$ cat src/rtl/rv_boot_pkg.sv
// rtl/rv_boot_pkg.sv - shared types and constants for the imem boot loader
package rv_boot_pkg;

  typedef enum logic [2:0] {
    IDLE,
    LEN_LO,
    LEN_HI,
    DATA,
    CSUM
  } boot_state_t;

  localparam logic [7:0] BOOT_SYNC = 8'hA5;

endpackage

$ cat src/rtl/boot_rx_timer.sv
// rtl/boot_rx_timer.sv - inter-byte idle counter with clear, enable and expiry
module boot_rx_timer #(
  parameter int TIMEOUT = 1 << 20
) (
  input  logic clk,
  input  logic clear,
  input  logic enable,
  output logic expire
);

  localparam int W = (TIMEOUT > 2) ? $clog2(TIMEOUT) : 1;
  localparam logic [W-1:0] LAST = W'(TIMEOUT - 1);

  logic [W-1:0] count;

  always_ff @(posedge clk) begin
    if (clear) begin
      count <= '0;
    end else if (enable && count != LAST) begin
      count <= count + 1'b1;
    end
  end

  // The owner gives an accepted byte priority over this strobe.
  assign expire = enable && (count == LAST);

endmodule

$ cat src/rtl/imem_boot_loader.sv
// rtl/imem_boot_loader.sv - boot frame parser packing UART bytes into imem words
module imem_boot_loader
  import rv_boot_pkg::*;
#(
  parameter int         ADDR_W  = 11,
  parameter int         TIMEOUT = 1 << 20,
  parameter logic [7:0] SYNC    = BOOT_SYNC
) (
  input  logic              clk,
  input  logic              rst,
  input  logic [7:0]        rx_data,
  input  logic              rx_valid,
  output logic              rx_ready,
  output logic              mem_we,
  output logic [ADDR_W-1:0] mem_addr,
  output logic [31:0]       mem_wdata,
  output logic              busy,
  output logic              boot_done,
  output logic              err
);

  localparam logic [16:0] DEPTH = 17'(1 << ADDR_W);

  boot_state_t       state;
  logic [7:0]        len_lo;
  logic [7:0]        sum;
  logic [ADDR_W-1:0] widx;
  logic [ADDR_W-1:0] n_last;
  logic [1:0]        lane;
  logic [23:0]       word;
  logic              accept;
  logic              expire;
  logic [15:0]       len_word;

  assign accept   = rx_valid && rx_ready;
  assign len_word = {rx_data, len_lo};

  boot_rx_timer #(
    .TIMEOUT(TIMEOUT)
  ) u_timer (
    .clk   (clk),
    .clear (rst || accept || state == IDLE),
    .enable(state != IDLE),
    .expire(expire)
  );

  always_ff @(posedge clk) begin
    if (rst) begin
      state     <= IDLE;
      rx_ready  <= 1'b0;
      mem_we    <= 1'b0;
      mem_addr  <= '0;
      mem_wdata <= '0;
      busy      <= 1'b0;
      boot_done <= 1'b0;
      err       <= 1'b0;
      len_lo    <= '0;
      sum       <= '0;
      widx      <= '0;
      n_last    <= '0;
      lane      <= '0;
      word      <= '0;
    end else begin
      rx_ready <= 1'b1;
      mem_we   <= 1'b0;
      if (accept) begin
        case (state)
          IDLE: begin
            if (rx_data == SYNC) begin
              state     <= LEN_LO;
              busy      <= 1'b1;
              boot_done <= 1'b0;
              err       <= 1'b0;
              sum       <= '0;
              widx      <= '0;
              lane      <= '0;
            end
          end
          LEN_LO: begin
            len_lo <= rx_data;
            state  <= LEN_HI;
          end
          LEN_HI: begin
            if ({1'b0, len_word} > DEPTH) begin
              err   <= 1'b1;
              state <= IDLE;
              busy  <= 1'b0;
            end else if (len_word == 16'd0) begin
              state <= CSUM;
            end else begin
              n_last <= ADDR_W'(len_word - 16'd1);
              state  <= DATA;
            end
          end
          DATA: begin
            sum  <= sum + rx_data;
            lane <= lane + 2'd1;
            if (lane == 2'd3) begin
              mem_we    <= 1'b1;
              mem_addr  <= widx;
              mem_wdata <= {rx_data, word};
              // A full-depth image wraps widx to 0 only on the final write.
              widx      <= widx + 1'b1;
              if (widx == n_last) begin
                state <= CSUM;
              end
            end else begin
              word[8*lane +: 8] <= rx_data;
            end
          end
          CSUM: begin
            if (rx_data == sum) begin
              boot_done <= 1'b1;
            end else begin
              err <= 1'b1;
            end
            state <= IDLE;
            busy  <= 1'b0;
          end
          default: begin
            state <= IDLE;
            busy  <= 1'b0;
          end
        endcase
      end else if (expire) begin
        err   <= 1'b1;
        state <= IDLE;
        busy  <= 1'b0;
      end
    end
  end

endmodule

$ cat config.mk
export PLATFORM = sky130hd
export DESIGN_NAME = imem_boot_loader
export DESIGN_NICKNAME = d
export VERILOG_FILES = /design/src/rtl/rv_boot_pkg.sv /design/src/rtl/boot_rx_timer.sv /design/src/rtl/imem_boot_loader.sv
export SDC_FILE = /design/constraint.sdc
export NUM_CORES = 1
export LEC_CHECK = 0
export ABC_AREA = 1
export CELL_PAD_IN_SITES_DETAIL_PLACEMENT = 1
export CELL_PAD_IN_SITES_GLOBAL_PLACEMENT = 2
export CORE_AREA = 2 2 145 133
export DETAILED_ROUTE_END_ITERATION = 12
export DIE_AREA = 0 0 147 135
export PLACE_DENSITY_LB_ADDON = 0.1
export SETUP_SLACK_MARGIN = 0.2
export SYNTH_ARGS = -nofsm -noshare
export SYNTH_HDL_FRONTEND = slang
export SYNTH_SLANG_ARGS = --single-unit
$ cat constraint.sdc
create_clock -name clk -period 4 [get_ports clk]
set_clock_uncertainty 0.2 [all_clocks]
set_input_delay 0.8 -clock clk [delete_from_list [all_inputs] [get_ports clk]]
set_output_delay 0.8 -clock clk [all_outputs]
set_load 0.02 [all_outputs]
# ---- Yosys cells after proc, flatten, opt, wreduce, memory -nomap -nowiden
# Cells that the tools add are included.
dict set report op_classes {
  muxes 31
  n_eq_ne 20
  n_reduce_logical 23
  bitwise_logic 5
  n_lt_le_gt_ge 1
  shifts 2
  addsub 6
}
# cell n
set ops {}
lappend ops {{5-bit negator with 34-bit output} 1}
lappend ops {{8-bit by 34-bit variable shift with 24-bit output (first input constant)} 1}
lappend ops {{8-bit by 34-bit indexed part select with 24-bit output} 1}
lappend ops {{24-bit bitwise mux} 1}
lappend ops {{11-bit two-way mux} 2}
lappend ops {{11-bit case mux with 2 select lines} 1}
lappend ops {{3-bit two-way mux} 7}
lappend ops {{20-bit by 1-bit adder with 20-bit output (second input constant)} 1}
lappend ops {{20-bit equality test (second input constant)} 1}
lappend ops {{20-bit != test (second input constant)} 1}
lappend ops {{4-bit AND reduction} 5}
lappend ops {{16-bit by 12-bit > comparator with 1-bit output (second input constant)} 1}
lappend ops {{16-bit logical NOT} 1}
lappend ops {{8-bit case mux with 2 select lines} 1}
lappend ops {{1-bit two-way mux} 12}
lappend ops {{3-bit != test (second input constant)} 4}
lappend ops {{3-bit case mux with 4 select lines} 1}
lappend ops {{11-bit by 1-bit adder with 11-bit output (second input constant)} 1}
lappend ops {{11-bit equality test} 1}
lappend ops {{11-bit by 1-bit subtractor with 11-bit output (second input constant)} 1}
lappend ops {{3-bit AND reduction} 3}
lappend ops {{8-bit adder} 1}
lappend ops {{8-bit equality test} 1}
lappend ops {{8-bit equality test (second input constant)} 1}
lappend ops {{24 further kinds} 37}
dict set report word_totals {
  output_inout_bits 48
  ff_bits 135
  elab_cells 103
}

# ---- Depth between registers and ports, before layout
dict set report logic_depth {
  ltp_word 5
  mapped_depth 14
  depth_no_buf 14
}

# ---- By module
# From an unflattened synthesis, not the netlist that was laid out.
dict set report hier_totals {
  hier_cells 919
  area_unflattened_um2 6473.7
}
# module cells_each area_each_um2 instances seq_area_each_um2
set by_module_without_submodules {}
lappend by_module_without_submodules {imem_boot_loader 724 5273.8 1 2302.2}
lappend by_module_without_submodules {boot_rx_timer 195 1199.9 1 400.4}

# ---- Least setup slack after synthesis
# Ideal clock, no wire load.
dict set report synth_path {
  path_type {input-to-reg}
  start {input rx_data[2]}
  end {register sum[5]}
  stages 7
  setup_ns 0.132
  slack_ns 1.761
  arrival_time_ns 1.907
  path_cell_list {ha_1 -> inv_1 -> nand2_1 -> a31o_2 -> or2_2 -> nand3_1 -> a21oi_1}
}
dict set report synth_between {
  elab_chain_len 3
  elab_cells_between_ends 5
  cone_classes {add/sub: 1; eq/ne: 2; mux: 1; reduce/logical: 1}
}
# item line
set synth_rtl {}
lappend synth_rtl {{start, declared} imem_boot_loader.sv:11} ;# input logic [7:0] rx_data,
lappend synth_rtl {{branches (longest 3 deep; another with 8-bit adder)} -}
lappend synth_rtl {{end signal, assigned} imem_boot_loader.sv:96} ;# sum <= sum + rx_data;
lappend synth_rtl {{end, declared} imem_boot_loader.sv:26} ;# logic [7:0] sum;
# Several ways; the timed one is not identified.
# A chain may end at the register's enable or synchronous reset.

# ---- Worst setup path in the final report
dict set report layout_path {
  start {input rx_valid}
  end {register mem_wdata[6]}
}
dict set report layout_between {
  elab_chain_len 2
}
# item line
set layout_rtl {}
lappend layout_rtl {{start, declared} imem_boot_loader.sv:12} ;# input logic rx_valid,
lappend layout_rtl {{1-bit logical AND} imem_boot_loader.sv:35} ;# assign accept = rx_valid && rx_ready;
lappend layout_rtl {{3-bit AND reduction (no source line)} -}
lappend layout_rtl {{end signal, assigned} imem_boot_loader.sv:101} ;# mem_wdata <= {rx_data, word};
lappend layout_rtl {{end, declared} imem_boot_loader.sv:16} ;# output logic [31:0] mem_wdata,
# Every way passes these cells.

==> impl_metrics.yaml <==
global_route:
  grt.total_usage_pct: 20.5
  grt_pass1_wl_mm: 32.3
  grt_pass1_vias: 6337
  antenna_found_initial: 0
  grt_start_max_net_pins: 42
  grt_overflow: 0
synth:
  async_flop_share_pct: 0
  ys.flop_type: "dfxtp_1"
  synthesis.nets: 914
  netlist_instances: 886
  ys_warn_count: 0
  synth_edf_count: 0
  synth_top_area_share_pct: 42.6
  ys_seq_elements: 135
  yosysMostFrequentCell: "nand2_1"
  syn-cell-area_um2: 6350
  ys_seq_area_share_pct: 42.6
  synth_common_cells: "nand2_1, dfxtp_1, a21oi_1"
  synth_area_leaders: "dfxtp_1, nand2_1, a21oi_1"
  yosysUniqueCellTypes: 39
  avgSynthCellArea_um2: 7.17
  synth.largest_area_cell: "dfxtp_1"
worst_hold_path:
  hold_class: "register to register"
  holdCritStartpoint: "word[10]"
  holdPathEnd: "word[10]"
  hold_path_depth: 2
clock_network:
  clk_pin_slew_ns: 0.06
  cts_tree: "done"
  cts_sinks: 135
  cts_resized: 0
  htree_levels: 4
  clock_latency_ns: 0.43
  ctsLongestPathBuffers: 2
  post_cts_buffers: 0
  numCtsBuffers: 17
  root_buffer: "clkbuf_16"
  cts_hold_buf: 0
setup_path:
  r2r_setup_slack_ns: 1.56
  worst-path-max-fanout: 36
  worstPathRequired_ns: 4.15
  critical_path_class: "primary input to register"
  start_kind: "primary input"
  cp-end-kind: "register"
  ff2ff_path_depth: 8
  r2r-end: "mem_wdata[6]"
  rr_startpoint: "state[0]"
  arrival_ns: 3.05
pwr:
  p_comb_share_pct: 5.2
  ir_worst_vdd_mv: 0.256
  pwr-share-clk_pct: 52.2
  powerDensity_nw_per_um2: 408
  intPower_w: 0.00240
  power_switching_share_pct: 24.7
  switchingPower_w: 0.000787
  power_leakage_nw: 3.03
  pwr-share-seq_pct: 42.6
run:
  drv_cap: 0
finish:
  n_fill_cell: 2298
  area.growth.synth_to_final_pct: 22.9
  fin_nets: 973
  drive_above_1_share_pct: 7.10
  antenna_cells: 0
  regArea_um2: 2700
  multiInputGateArea_um2: 3120
  postLayoutCoreUtil_pct: 42.8
placed_design:
  gp_congestion: 0.817
  post-place-ws_ns: 0.634
  place_hpwl_mm: 14.0
  port-buffer-count: 58
sta:
  rsz0062_at_grt: "no"
  slew-limit-headroom_pct: 51.8
  drv_slew: 0
  tightest_slew_ns: 0.722
  finalSetupTns_ns: 0
  fin_ws_ns: 1.10
  fmax_ghz: 0.345
  hold_violations: 0
  period_share_pct: 72.5
  fin_crit_ns: 2.90
  hold_slack_ns: 0.257
  setup_viol: 0
drt:
  wl_per_cell_um: 16.1
  routed_via_density: 5.00
  vias: 6009
  ant_nets: 0
  totalWireLength_mm: 19.3
  drc: 0
  drtPass1Iterations: 4
  drt_iter0_markers: 174
floorplanning:
  die_y_um: 135
  die_area_um2: 19800
  rows: 47
  start_util_pct: 34.8
  die_x_um: 147
  io_pins: 59
  core_area_um2: 18200
status:
  status: "finished clean"
## cells in the final DEF (no fill, tap or decap), drive strengths merged, types with 9 or more instances in the layout
master / synthesis / final
a21oi: 116 / 116
buf: 14 / 11
clkbuf: 15 / 17
clkdlybuf4s50: 0 / 58
dfxtp: 135 / 135
ha: 16 / 16
inv: 102 / 109
nand2: 166 / 166
nand3: 36 / 36
nand4: 9 / 9
nor2: 102 / 102
nor3: 27 / 27
o21ai: 93 / 93
or3: 11 / 11
xor2: 12 / 12
## registers in the layout, summed over array words and instances (netlist names)
signal,count
busy,1
u_timer.count,20
err,1
widx,11
word,24
state,3
mem_wdata,32
boot_done,1
len_lo,8
rx_ready,1
lane,2
mem_addr,11
sum,8
n_last,11
mem_we,1
## power by group through the flow
stage          Clock, W  Combinational, W  Sequential (W)
2_1_floorplan         0         0.0000981         0.00139
3_3_place_gp          0          0.000161         0.00139
3_5_place_dp          0          0.000164         0.00139
4_1_cts         0.00170          0.000166         0.00136
5_1_grt         0.00176          0.000186         0.00136
6_report        0.00166          0.000165         0.00136
## critical path, cell delays in order
cell and delay, ns:
clkdlybuf4s50_1 0.46, nand2_1 0.17, inv_2 0.24, nand2_8 0.11, nor2_4 0.23, buf_4 0.34
buf_4 0.38, o21ai_0 0.16, a21oi_1 0.14
## worst max path at each step
stage | endpoint | slack [ns] | from | cells after the start
6_report | mem_wdata[6] | 1.10 | rx_valid | 9
5_1_grt | mem_wdata[4] | 0.88 | rx_valid | 9
4_1_cts | mem_wdata[6] | 1.10 | rx_valid | 9
3_5_place_dp | mem_wdata[5] | 0.63 | rx_valid | 9
3_3_place_gp | widx[0] | 0.72 | rx_data[1] | 10
2_1_floorplan | sum[5] | 1.76 | rx_data[2] | 7
## through the flow
step	cells	total power, W	instance area [µm²]
global placement	1171	0.00155	7190
finish	1203	0.00319	7810
floorplan	886	0.00149	6350
global route	1203	0.00330	7810
detailed placement	1171	0.00155	7190
CTS	1203	0.00322	7810
## cell families after synthesis
| kind of cell | Yosys count | synth area share [%] |
|---|---|---|
| AOI/OAI and AO/OA | 219 | 17.8 |
| xor gates and xnor gates | 17 | 2.34 |
| DFF | 135 | 42.6 |
| buffers and inverters | 134 | 8.34 |
| and+or+nand+nor | 364 | 25.5 |
| adders and majority gates | 17 | 3.47 |
## final cells by class
class | instances | area share, %
Sequential cell | 135 | 34.6
Inverter | 105 | 5.05
Clock buffer | 17 | 5.45
Timing Repair Buffer | 69 | 8.49
Multi-Input combinational cell | 617 | 40.0
Clock inverter | 15 | 2.45
Tap cell | 245 | 3.93
## metal layers
metal	global-route usage, %	up-vias	wire length (µm)
met5	0	-	0
met4	5.82	0	294
met3	3.92	22	648
met2	34.1	83	8980
met1	27.2	2883	9400
li1	-	3021	-
No activity file was read; power rests on OpenSTA's default activity.
